<file path="src/rtl/reg_file_sc_if.sv">
// Bus bundle for reg_file_sc: two combinational read ports, one clocked write
// port, and the ready/wr_err status lines.
interface reg_file_sc_if #(
  parameter int ADDR_W = 5,
  parameter int DATA_W = 32
);
  logic [ADDR_W-1:0] readreg_1;
  logic [ADDR_W-1:0] readreg_2;
  logic [DATA_W-1:0] regdat_1;
  logic [DATA_W-1:0] regdat_2;
  logic              regwrite;
  logic [ADDR_W-1:0] write_add;
  logic [DATA_W-1:0] write_dat;
  logic              ready;
  logic              wr_err;

  // regwrite is a single-cycle request sampled at each rising edge; it is
  // accepted only while ready is high, otherwise it is dropped and flagged on wr_err.
  modport master (
    output readreg_1, readreg_2, regwrite, write_add, write_dat,
    input  regdat_1, regdat_2, ready, wr_err
  );

  modport slave (
    input  readreg_1, readreg_2, regwrite, write_add, write_dat,
    output regdat_1, regdat_2, ready, wr_err
  );
endinterface

</file>
<file path="src/rtl/reg_file_sc.sv">
// Synchronous register file with hardwired zero entry, write-to-read bypass and
// a post-reset clear sweep that zeroes one entry per cycle before raising ready.
module reg_file_sc #(
  parameter int DATA_W   = 32,
  parameter int ADDR_W   = 5,
  parameter int NUM_REGS = 32,
  parameter int ZERO_REG = 1,
  parameter int BYPASS   = 1
) (
  input  logic          clk,
  input  logic          rst,
  reg_file_sc_if.slave  bus,
  output logic          dbg_state_o
);

  typedef enum logic [0:0] {
    ST_CLEAR = 1'b0,
    ST_RUN   = 1'b1
  } state_e;

  localparam logic [ADDR_W:0]   NUM_REGS_W = (ADDR_W+1)'(NUM_REGS);
  localparam logic [ADDR_W-1:0] LAST_PTR   = ADDR_W'(NUM_REGS - 1);

  state_e            state_q, state_d;
  logic [ADDR_W-1:0] clr_ptr_q, clr_ptr_d;
  logic              wr_err_q, wr_err_d;
  logic [DATA_W-1:0] mem_q [NUM_REGS];

  logic is_run;
  logic wr_in_range;
  logic wr_zero_drop;
  logic wr_accept;

  function automatic logic in_range(input logic [ADDR_W-1:0] a);
    return ({1'b0, a} < NUM_REGS_W);
  endfunction

  assign is_run       = (state_q == ST_RUN);
  assign wr_in_range  = in_range(bus.write_add);
  assign wr_zero_drop = (ZERO_REG != 0) && (bus.write_add == '0);
  assign wr_accept    = is_run && bus.regwrite && wr_in_range && !wr_zero_drop;

  always_ff @(posedge clk) begin
    if (rst) begin
      state_q   <= ST_CLEAR;
      clr_ptr_q <= '0;
      wr_err_q  <= 1'b0;
    end else begin
      state_q   <= state_d;
      clr_ptr_q <= clr_ptr_d;
      wr_err_q  <= wr_err_d;
    end
  end

  always_comb begin
    state_d   = state_q;
    clr_ptr_d = clr_ptr_q;
    wr_err_d  = bus.regwrite && (!is_run || !wr_in_range);
    case (state_q)
      ST_CLEAR: begin
        clr_ptr_d = clr_ptr_q + 1'b1;
        if (clr_ptr_q == LAST_PTR) begin
          state_d = ST_RUN;
        end
      end
      ST_RUN: begin
        state_d = ST_RUN;
      end
      default: begin
        state_d = ST_CLEAR;
      end
    endcase
  end

  // Array has no reset: its contents become defined only through the sweep.
  always_ff @(posedge clk) begin
    if (!rst) begin
      if (state_q == ST_CLEAR) begin
        mem_q[clr_ptr_q] <= '0;
      end else if (wr_accept) begin
        mem_q[bus.write_add] <= bus.write_dat;
      end
    end
  end

  function automatic logic [DATA_W-1:0] rd_mux(input logic [ADDR_W-1:0] addr);
    logic [DATA_W-1:0] v;
    v = '0;
    if (!is_run) begin
      v = '0;
    end else if (!in_range(addr)) begin
      v = '0;
    end else if ((ZERO_REG != 0) && (addr == '0)) begin
      v = '0;
    end else if ((BYPASS != 0) && wr_accept && (bus.write_add == addr)) begin
      v = bus.write_dat;
    end else begin
      v = mem_q[addr];
    end
    return v;
  endfunction

  always_comb begin
    bus.regdat_1 = '0;
    bus.regdat_2 = '0;
    bus.regdat_1 = rd_mux(bus.readreg_1);
    bus.regdat_2 = rd_mux(bus.readreg_2);
  end

  assign bus.ready   = is_run;
  assign bus.wr_err  = wr_err_q;
  assign dbg_state_o = state_q;

endmodule

</file>
<file path="src/flat_wrapper.sv">
// flat-port wrapper written by rule: the top's interface ports become plain ports
module reg_file_sc_flat 
#(
  parameter int DATA_W   = 32,
  parameter int ADDR_W   = 5,
  parameter int NUM_REGS = 32,
  parameter int ZERO_REG = 1,
  parameter int BYPASS   = 1
)
  (clk, rst, dbg_state_o, bus_readreg_1, bus_readreg_2, bus_regwrite, bus_write_add, bus_write_dat, bus_regdat_1, bus_regdat_2, bus_ready, bus_wr_err);
  reg_file_sc_if #(.ADDR_W(ADDR_W), .DATA_W(DATA_W)) bus_i ();
  input  logic clk;
  input  logic rst;
  output logic dbg_state_o;
  input wire logic [$bits(bus_i.readreg_1)-1:0] bus_readreg_1;
  input wire logic [$bits(bus_i.readreg_2)-1:0] bus_readreg_2;
  input wire logic [$bits(bus_i.regwrite)-1:0] bus_regwrite;
  input wire logic [$bits(bus_i.write_add)-1:0] bus_write_add;
  input wire logic [$bits(bus_i.write_dat)-1:0] bus_write_dat;
  output wire logic [$bits(bus_i.regdat_1)-1:0] bus_regdat_1;
  output wire logic [$bits(bus_i.regdat_2)-1:0] bus_regdat_2;
  output wire logic [$bits(bus_i.ready)-1:0] bus_ready;
  output wire logic [$bits(bus_i.wr_err)-1:0] bus_wr_err;
  assign bus_i.readreg_1 = bus_readreg_1;
  assign bus_i.readreg_2 = bus_readreg_2;
  assign bus_i.regwrite = bus_regwrite;
  assign bus_i.write_add = bus_write_add;
  assign bus_i.write_dat = bus_write_dat;
  assign bus_regdat_1 = bus_i.regdat_1;
  assign bus_regdat_2 = bus_i.regdat_2;
  assign bus_ready = bus_i.ready;
  assign bus_wr_err = bus_i.wr_err;
  reg_file_sc #(.DATA_W(DATA_W), .ADDR_W(ADDR_W), .NUM_REGS(NUM_REGS), .ZERO_REG(ZERO_REG), .BYPASS(BYPASS)) u_core (.clk(clk), .rst(rst), .bus(bus_i), .dbg_state_o(dbg_state_o));
endmodule
</file>
<file path="config.mk">
export PLATFORM = sky130hd
export DESIGN_NAME = reg_file_sc_flat
export DESIGN_NICKNAME = d
export VERILOG_FILES = /design/src/rtl/reg_file_sc_if.sv /design/src/rtl/reg_file_sc.sv /design/src/flat_wrapper.sv
export SDC_FILE = /design/constraint.sdc
export NUM_CORES = 1
export LEC_CHECK = 0
export BUFFER_PORTS_ARGS = -buffer_cell sky130_fd_sc_hd__buf_2
export CORE_ASPECT_RATIO = 0.75
export CORE_MARGIN = 1.5
export CORE_UTILIZATION = 40
export DETAILED_ROUTE_END_ITERATION = 10
export HOLD_SLACK_MARGIN = 0.05
export PLACE_DENSITY_LB_ADDON = 0.25
export SLEW_MARGIN = 20
export SYNTH_ARGS = -nofsm -noshare
export SYNTH_HDL_FRONTEND = slang
export SYNTH_SLANG_ARGS = --single-unit
</file>
<file path="constraint.sdc">
create_clock -name clk -period 3.98 [get_ports clk]
set_input_delay 0.398 -clock clk [delete_from_list [all_inputs] [get_ports clk]]
set_output_delay 0.398 -clock clk [all_outputs]
set_load 0.01 [all_outputs]
</file>
Word-level counts from Yosys, hierarchy flattened
Memory sizes are Yosys's and may differ from the RTL's.
Index checks and enable logic that the tools add are counted.
{"block": "word_totals", "out_inout_bits": 67, "inputBits": 50, "register_bits": 7, "word_cells": 38, "mem_count": 1, "ramBits": 1024}
{"name": "u_core.mem_q", "words": 32, "width": 32, "read_ports": 2, "rd_ports_with_merged_regs": 0, "write_ports": 1, "line_no": "reg_file_sc.sv:27", "text": "logic [DATA_W-1:0] mem_q [NUM_REGS];"}
{"block": "op_classes", "add_sub_neg": 1, "n_reduce_logical": 11, "n_eq_ne": 3, "muxes": 18, "bitwise": 1}
{"cell": "two-way mux 32 bit", "count": 7}
{"cell": "OR reduction 32 bit", "count": 1}
{"cell": "logical NOT 5 bit", "count": 3}
{"cell": "equality test 5 bit", "count": 2}
{"cell": "two-way mux 1 bit", "count": 9}
{"cell": "adder 5 x 1 -> 5 bit, second input constant", "count": 1}
{"cell": "equality test 5 bit, second input constant", "count": 1}
{"cell": "logical AND 1 bit", "count": 5}
{"cell": "two-way mux 5 bit", "count": 1}
{"cell": "logical NOT 1 bit", "count": 2}
{"cell": "one-hot mux 1 bit (2 select lines)", "count": 1}
{"cell": "inverter 1 bit", "count": 1}

Longest topological paths before layout
Gate-level depths: netlist of the first run.
{"block": "logic_depth", "word_depth": 9, "mapped_depth": 10, "depth_no_buf": 5}

Least setup slack after synthesis of the first run
No wires, ideal clock.
{"block": "synth_path", "path_kind": "in2reg", "start": "in bus_write_add[4]", "end": "mem u_core.mem_q[13][0], enable pin", "t_required_ps": 3559, "arrival_ps": 3010, "path_stages": 7, "setup_slack_ps": 549, "path_cell_list": "buf_2 nor4_2 a211oi_2 buf_2 mux2i_1 nand2_1 nor2_1"}
{"block": "synth_between", "elab_chain_cells": 9, "elab_cells_between_ends": 10}
{"element": "start: declaration", "line_no": "flat_wrapper.sv:18", "text": "input wire logic [$bits(bus_i.write_add)-1:0] bus_write_add;"}
{"element": "logical NOT 5 bit", "line_no": "reg_file_sc.sv:40", "text": "assign wr_zero_drop = (ZERO_REG != 0) && (bus.write_add == '0);"}
{"element": "logical NOT 1 bit", "line_no": "reg_file_sc.sv:41", "text": "assign wr_accept = is_run && bus.regwrite && wr_in_range && !wr_zero_drop;"}
{"element": "logical AND 1 bit", "line_no": "reg_file_sc.sv:41"}
{"element": "two-way mux 1 bit", "line_no": "reg_file_sc.sv:80", "text": "end else if (wr_accept) begin"}
{"element": "two-way mux 1 bit", "line_no": "reg_file_sc.sv:78", "text": "if (state_q == ST_CLEAR) begin"}
{"element": "two-way mux 1 bit", "line_no": "reg_file_sc.sv:77", "text": "if (!rst) begin"}
{"element": "two-way mux 1 bit (not written as such)", "line_no": "reg_file_sc.sv:81", "text": "mem_q[bus.write_add] <= bus.write_dat;"}
{"element": "OR reduction 32 bit (no line)"}
{"element": "two-way mux 5 bit (no line) or two-way mux 1 bit (tied branches)"}
{"element": "end: declaration", "line_no": "reg_file_sc.sv:27"}
Several ways; a longest one is shown, not always the timed one.

Worst setup path in the final report of the first run
{"block": "layout_path", "start": "reg u_core.state_q, in the netlist u_core.bus.ready", "end": "out bus_regdat_1[16]"}
{"block": "layout_between", "elab_chain_cells": 6}
{"element": "start: declaration", "line_no": "reg_file_sc.sv:24", "text": "state_e state_q, state_d;"}
{"element": "start signal: assignment", "line_no": "reg_file_sc.sv:49", "text": "state_q <= state_d;"}
{"element": "logical AND 1 bit (2 in series)", "line_no": "reg_file_sc.sv:41"}
{"element": "logical AND 1 bit", "line_no": "reg_file_sc.sv:95", "text": "end else if ((BYPASS != 0) && wr_accept && (bus.write_add == addr)) begin"}
{"element": "two-way mux 32 bit", "line_no": "reg_file_sc.sv:95"}
{"element": "two-way mux 32 bit", "line_no": "reg_file_sc.sv:93", "text": "end else if ((ZERO_REG != 0) && (addr == '0)) begin"}
{"element": "two-way mux 32 bit (*)", "line_no": "reg_file_sc.sv:89", "text": "if (!is_run) begin"}
{"element": "end: declaration", "line_no": "flat_wrapper.sv:20", "text": "output wire logic [$bits(bus_i.regdat_1)-1:0] bus_regdat_1;"}
Every way passes the cells marked *; elsewhere a longest branch is shown, timed or not.

==> metrics.cfg, run 1 <==
[status]
status=complete, no violations

[sta]
rsz0062_at_grt=false
slew_headroom_pct=26.7
finClkSkew_ns=0.0302
final_max_slew_viol_count=0
layout_setup_ws_ns=0.0500
finalSetupViolations=0
fin_tns_setup_ns=0
hold_violations=0
worstMarginPinSlew_ns=1.10
max_freq_mhz=254
period_needed_ns=3.93
post-route-period-util_pct=98.7

[power_and_ir_drop]
p_leak_uw=0.0165
switching_share_pct=22.2
combPwrFrac_pct=6.6
power_switching_uw=5240
internal_power_uw=18400
clockPowerShare_pct=43.1
vdd_drop_max_uv=372
p_per_area_nw_per_um2=427
p_seq_share_pct=50.3

[place]
place_ws_ns=0.424
place_area_sq_um=51800
dp_hpwl_mm=90.3
port_buffers=116
place_congestion=0.880

[global_routing]
grt_pass1_vias=28806
grt_pass1_wl_mm=219
antenna_found_initial=2
overflow=0
grtUsageTotal_pct=24.9
grt_max_degree=82

[clock_network]
cts_buffer_depth=3
cts_sinks=1031
clk_latency_ns=0.71
post_cts_buffers=0
cts_resized=0
htreeDepth=3
cts_tree=done
path_clk_slew_ns=0.06
cts_inserted_buffers=109
root_buffer=clkbuf_16

[drt]
ant_nets=0
drtIter0Drc=3999
routedWlPerCell_um=35.6
drtPass1Iterations=6
remaining_drc_errors=0
viasPerCell=6.59
num_vias=28406
drt-total-wl_mm=154

[finish]
final_cell_mix=edfxtp_1, mux4_2, a211oi_1
fin_area_sq_um=55400
nets=2649
area_growth_pct=14.6
final_common_cell=edfxtp_1
post_route_cells_drive_above_1_share_pct=36.9

[setup_path]
r2r_slack_ns=0.85
worst_ep_required_time_ns=3.58
critPathCaptureType=output port
crit_arrival_ns=3.53
critical_path_class=reg2out
start_kind=register
path_max_fanout=11

[synth]
synthArstFlopShare_pct=0
synthesis.area_sq_um=48300
avgSynthCellArea_sq_um=19.8
synth_top_cell_by_area=edfxtp_1
ys_top_cells_by_area=edfxtp_1, mux4_2, a211oi_1, mux2i_1, a22oi_1
synth_cells=2435
synth_seq_area_share_pct=63.9
synth-seq-cells=1031
synthFlopType=edfxtp_1
yosysTopAreaCellShare_pct=63.6
synth_edf_count=1024
synth_nets=2487
yosys_warnings=0
yosysUniqueCellTypes=47

[floorplanning]
start_util_pct=40.3
die_width_um=404
dieArea_sq_um=123000
core-area_sq_um=120000
io_pins=117
rows=110
dieHeight_um=304

[flow_run]
cap_violations=0

[hold_path]
hold_class=in2reg

==> final cells by class <==
| type | instances | area [sq um] |
|---|---|---|
| Inverter | 4 | 15.0 |
| Clock inverter | 63 | 598 |
| Clock buffer | 139 | 2920 |
| Antenna cell | 1 | 2.50 |
| Multi-Input combinational cell | 1190 | 16700 |
| Sequential cell | 1031 | 30900 |
| Timing Repair Buffer | 261 | 2240 |
| Tap cell | 1624 | 2030 |
| Fill cell | 9906 | 64500 |
==> flip-flops by register name (all words and copies together) (netlist names) <==
name	cells
u_core.bus.ready	1
u_core.bus.wr_err	1
u_core.clr_ptr_q	5
u_core.mem_q	1024
==> worst paths after layout <==
path,startpoint,to,cells past startpoint
setup reg to reg,u_core.bus.ready$_SDFF_PP0_,u_core.mem_q[25][31]$_DFFE_PP_,6
hold / removal,bus_write_dat[8],u_core.mem_q[30][8]$_DFFE_PP_,2
hold reg to reg,u_core.clr_ptr_q[0]$_SDFFE_PP0N_,u_core.clr_ptr_q[0]$_SDFFE_PP0N_,2
setup / recovery,u_core.bus.ready$_SDFF_PP0_,bus_regdat_1[16],8
==> critical path: stages (launching register included) <==
cell and delay (ns):
dfxtp_1 0.35, nand2_1 0.16, a21o_1 0.29, o311ai_4 0.84, buf_4 0.36, buf_4 0.25, a211oi_1 0.07, a221o_1 0.33
buf_2 0.16
==> metrics by stage <==
stage | hold WS [ns] | power (uW) | util (%) | instances
floorplan | 0.544 | 13100 | - | 2435
global placement | 0.581 | 13700 | 43.2 | 4106
detailed placement | 0.595 | 13700 | 43.2 | 4106
CTS | 0.355 | 23700 | 46.2 | 4311
global route | 0.357 | 24200 | 46.2 | 4312
finish | 0.373 | 23600 | 46.2 | 4313
==> repair_timing <==
action | in CTS | in global routing
hold buffers | 3 | 0
setup endpoints to repair | 0 | 0
endpoints found under the hold margin | 7 | 0
==> power by group through the flow <==
stage	sequential (uW)	clock [uW]	combinational, uW
finish	11900	10200	1570
global route	11900	10700	1640
CTS	11900	10300	1570
detailed placement	12100	0	1560
global placement	12100	0	1560
floorplan	12100	0	1030
==> layer usage <==
metal  part of all wire [%]  up-vias  track usage [%]  wire (um)
li1                       -    11010                -          -
met1                     41    15274             36.2      62300
met2                     46     1778             37.3      70300
met3                    9.5      340             4.97      14700
met4                    4.1        4             9.25       6300
met5                  0.018        -                0         27
==> synthesized netlist by cell type, types with 10 or more instances <==
cell type	instances
mux4_2	512
nor2_1	67
a21oi_1	34
buf_2	79
buf_6	19
clkbuf_1	86
a22oi_1	86
nand2_1	32
buf_1	13
nor2b_1	68
mux2i_1	70
nand2b_1	10
o22ai_1	41
a211oi_1	124
and2_1	34
buf_4	12
edfxtp_1	1024
a221o_1	62
==> logic make-up (layout without fill, tap and decap cells) <==
group                    after synthesis  in the layout  synth area share (%)
flip-flops                          1031           1031                  63.9
other                                  0              1                     0
AND/OR/NAND/NOR                      231            231                  2.51
multiplexers                         584            584                  25.4
AO/OA/AOI/OAI                        360            360                  5.68
XOR/XNOR                              13             13                 0.236
buffers and inverters                214            467                  2.26
adder cells (fa/ha/maj)                2              2                0.0518
Power figures use the tool's default switching activity.
==> run 2: changes to the inputs <==
- clock period: 3.98 -> 4.8 ns (I/O delays scaled with it)
==> metrics.cfg, run 2 (synthesized netlist as in run 1, its figures left out) <==
[status]
status=complete, no violations

[setup_path]
critical_path_class=in2out
worst_ep_required_time_ns=4.32
path_max_fanout=19
start_kind=input pin
critPathCaptureType=output port
crit_arrival_ns=3.38

[clock_network]
path_clk_slew_ns=0.06
clk_latency_ns=0.73
cts_inserted_buffers=104
cts_sinks=1031
cts_buffer_depth=3
cts_tree=done
htreeDepth=3
root_buffer=clkbuf_16

[place]
dp_hpwl_mm=93.0
place_ws_ns=1.04
place_congestion=0.892
port_buffers=116
place_area_sq_um=51500

[global_routing]
grt_max_degree=70
antenna_found_initial=5
overflow=0
grt_pass1_wl_mm=221
grtUsageTotal_pct=25.3
grt_pass1_vias=29063

[power_and_ir_drop]
vdd_drop_max_uv=280
p_leak_uw=0.0163
p_per_area_nw_per_um2=353

[floorplanning]
die_width_um=404
io_pins=117
rows=110
core-area_sq_um=120000
dieArea_sq_um=123000
start_util_pct=40.3
dieHeight_um=304

[finish]
seqCellArea_sq_um=30900
final_common_cell=edfxtp_1
top_register=u_core.mem_q
multi_input_area_sq_um=16700
largest_register_ff_count=1024
top_regs=u_core.mem_q x1024, u_core.clr_ptr_q x5
area_growth_pct=13.9
nets=2636
num-fill-cells=9932
post_route_cells_drive_above_1_share_pct=36.8
fin_area_sq_um=55100
final_cell_mix=edfxtp_1, mux4_2, a211oi_1

[sta]
max_freq_mhz=259
final_max_slew_viol_count=0
finClkSkew_ns=0.0270
worstMarginPinSlew_ns=1.07
finalSetupViolations=0
post-route-period-util_pct=80.4
fin_tns_setup_ns=0
slew_headroom_pct=29.0
layout_setup_ws_ns=0.938
period_needed_ns=3.86
hold_violations=0
rsz0062_at_grt=false

[hold_path]
hold_class=in2reg

[drt]
num_vias=28615
drt-total-wl_mm=156
drtIter0Drc=3883
viasPerCell=6.65
remaining_drc_errors=0
routedWlPerCell_um=36.3
ant_nets=0
drtPass1Iterations=8

[flow_run]
cap_violations=0

run 2: where the power goes:
group          total [uW]  leakage [uW]  switching [uW]  internal, uW
Clock                8280       0.00166            3570          4710
Combinational        1320       0.00603             771           552
Sequential           9850       0.00863            30.5          9820
run 2: final cells by class:
cell class | count | area share [%]
Timing Repair Buffer | 253 | 3.58
Tap cell | 1624 | 3.69
Clock inverter | 64 | 1.16
Sequential cell | 1031 | 56.1
Clock buffer | 131 | 5.06
Multi-Input combinational cell | 1190 | 30.4
Antenna cell | 4 | 0.0182
Inverter | 4 | 0.0273
run 2: final timing paths:
check,start,to,slack [ns],cells past startpoint
setup / recovery,bus_regwrite,bus_regdat_2[1],0.94,9
hold / removal,rst,u_core.clr_ptr_q[2]$_SDFFE_PP0N_,0.11,2
setup reg to reg,u_core.bus.ready$_SDFF_PP0_,u_core.mem_q[21][3]$_DFFE_PP_,1.31,7
hold reg to reg,u_core.clr_ptr_q[2]$_SDFFE_PP0N_,u_core.clr_ptr_q[2]$_SDFFE_PP0N_,0.63,2
run 2: critical path, stage by stage:
cell	delay, ns
dlygate4sd3_1	0.54
buf_2	0.13
nand2_1	0.17
a21o_1	0.29
nor4_4	0.12
nor2_4	0.77
buf_4	0.37
a221o_1	0.29
buf_2	0.18
run 2: timing repair:
item                       CTS  global route
resized for setup            0             0
hold buffers                 1             0
setup endpoints to repair    0             0
buffers inserted             0             0
hold endpoints to repair     1             0
run 2: metrics by stage:
stage                     hold slack [ns]  utilization (%)  instances  total power [uW]
final                               0.106             45.9       4301             19500
after global routing               0.0931             45.9       4298             19900
after CTS                          0.0612             45.9       4295             19600
after detailed placement            0.604             43.0       4099             11300
after global placement              0.581             43.0       4099             11300
after floorplan                     0.544                -       2435             10900
run 2: routing by layer:
| layer | routed length (um) | GRT usage, % | vias up | share of wire [%] |
|---|---|---|---|---|
| li1 | - | - | 10997 | - |
| met1 | 61800 | 35.6 | 15480 | 40 |
| met2 | 71400 | 38.1 | 1805 | 46 |
| met3 | 17100 | 6.68 | 333 | 11 |
| met4 | 5610 | 9.37 | 0 | 3.6 |
| met5 | 0 | 0 | - | 0 |
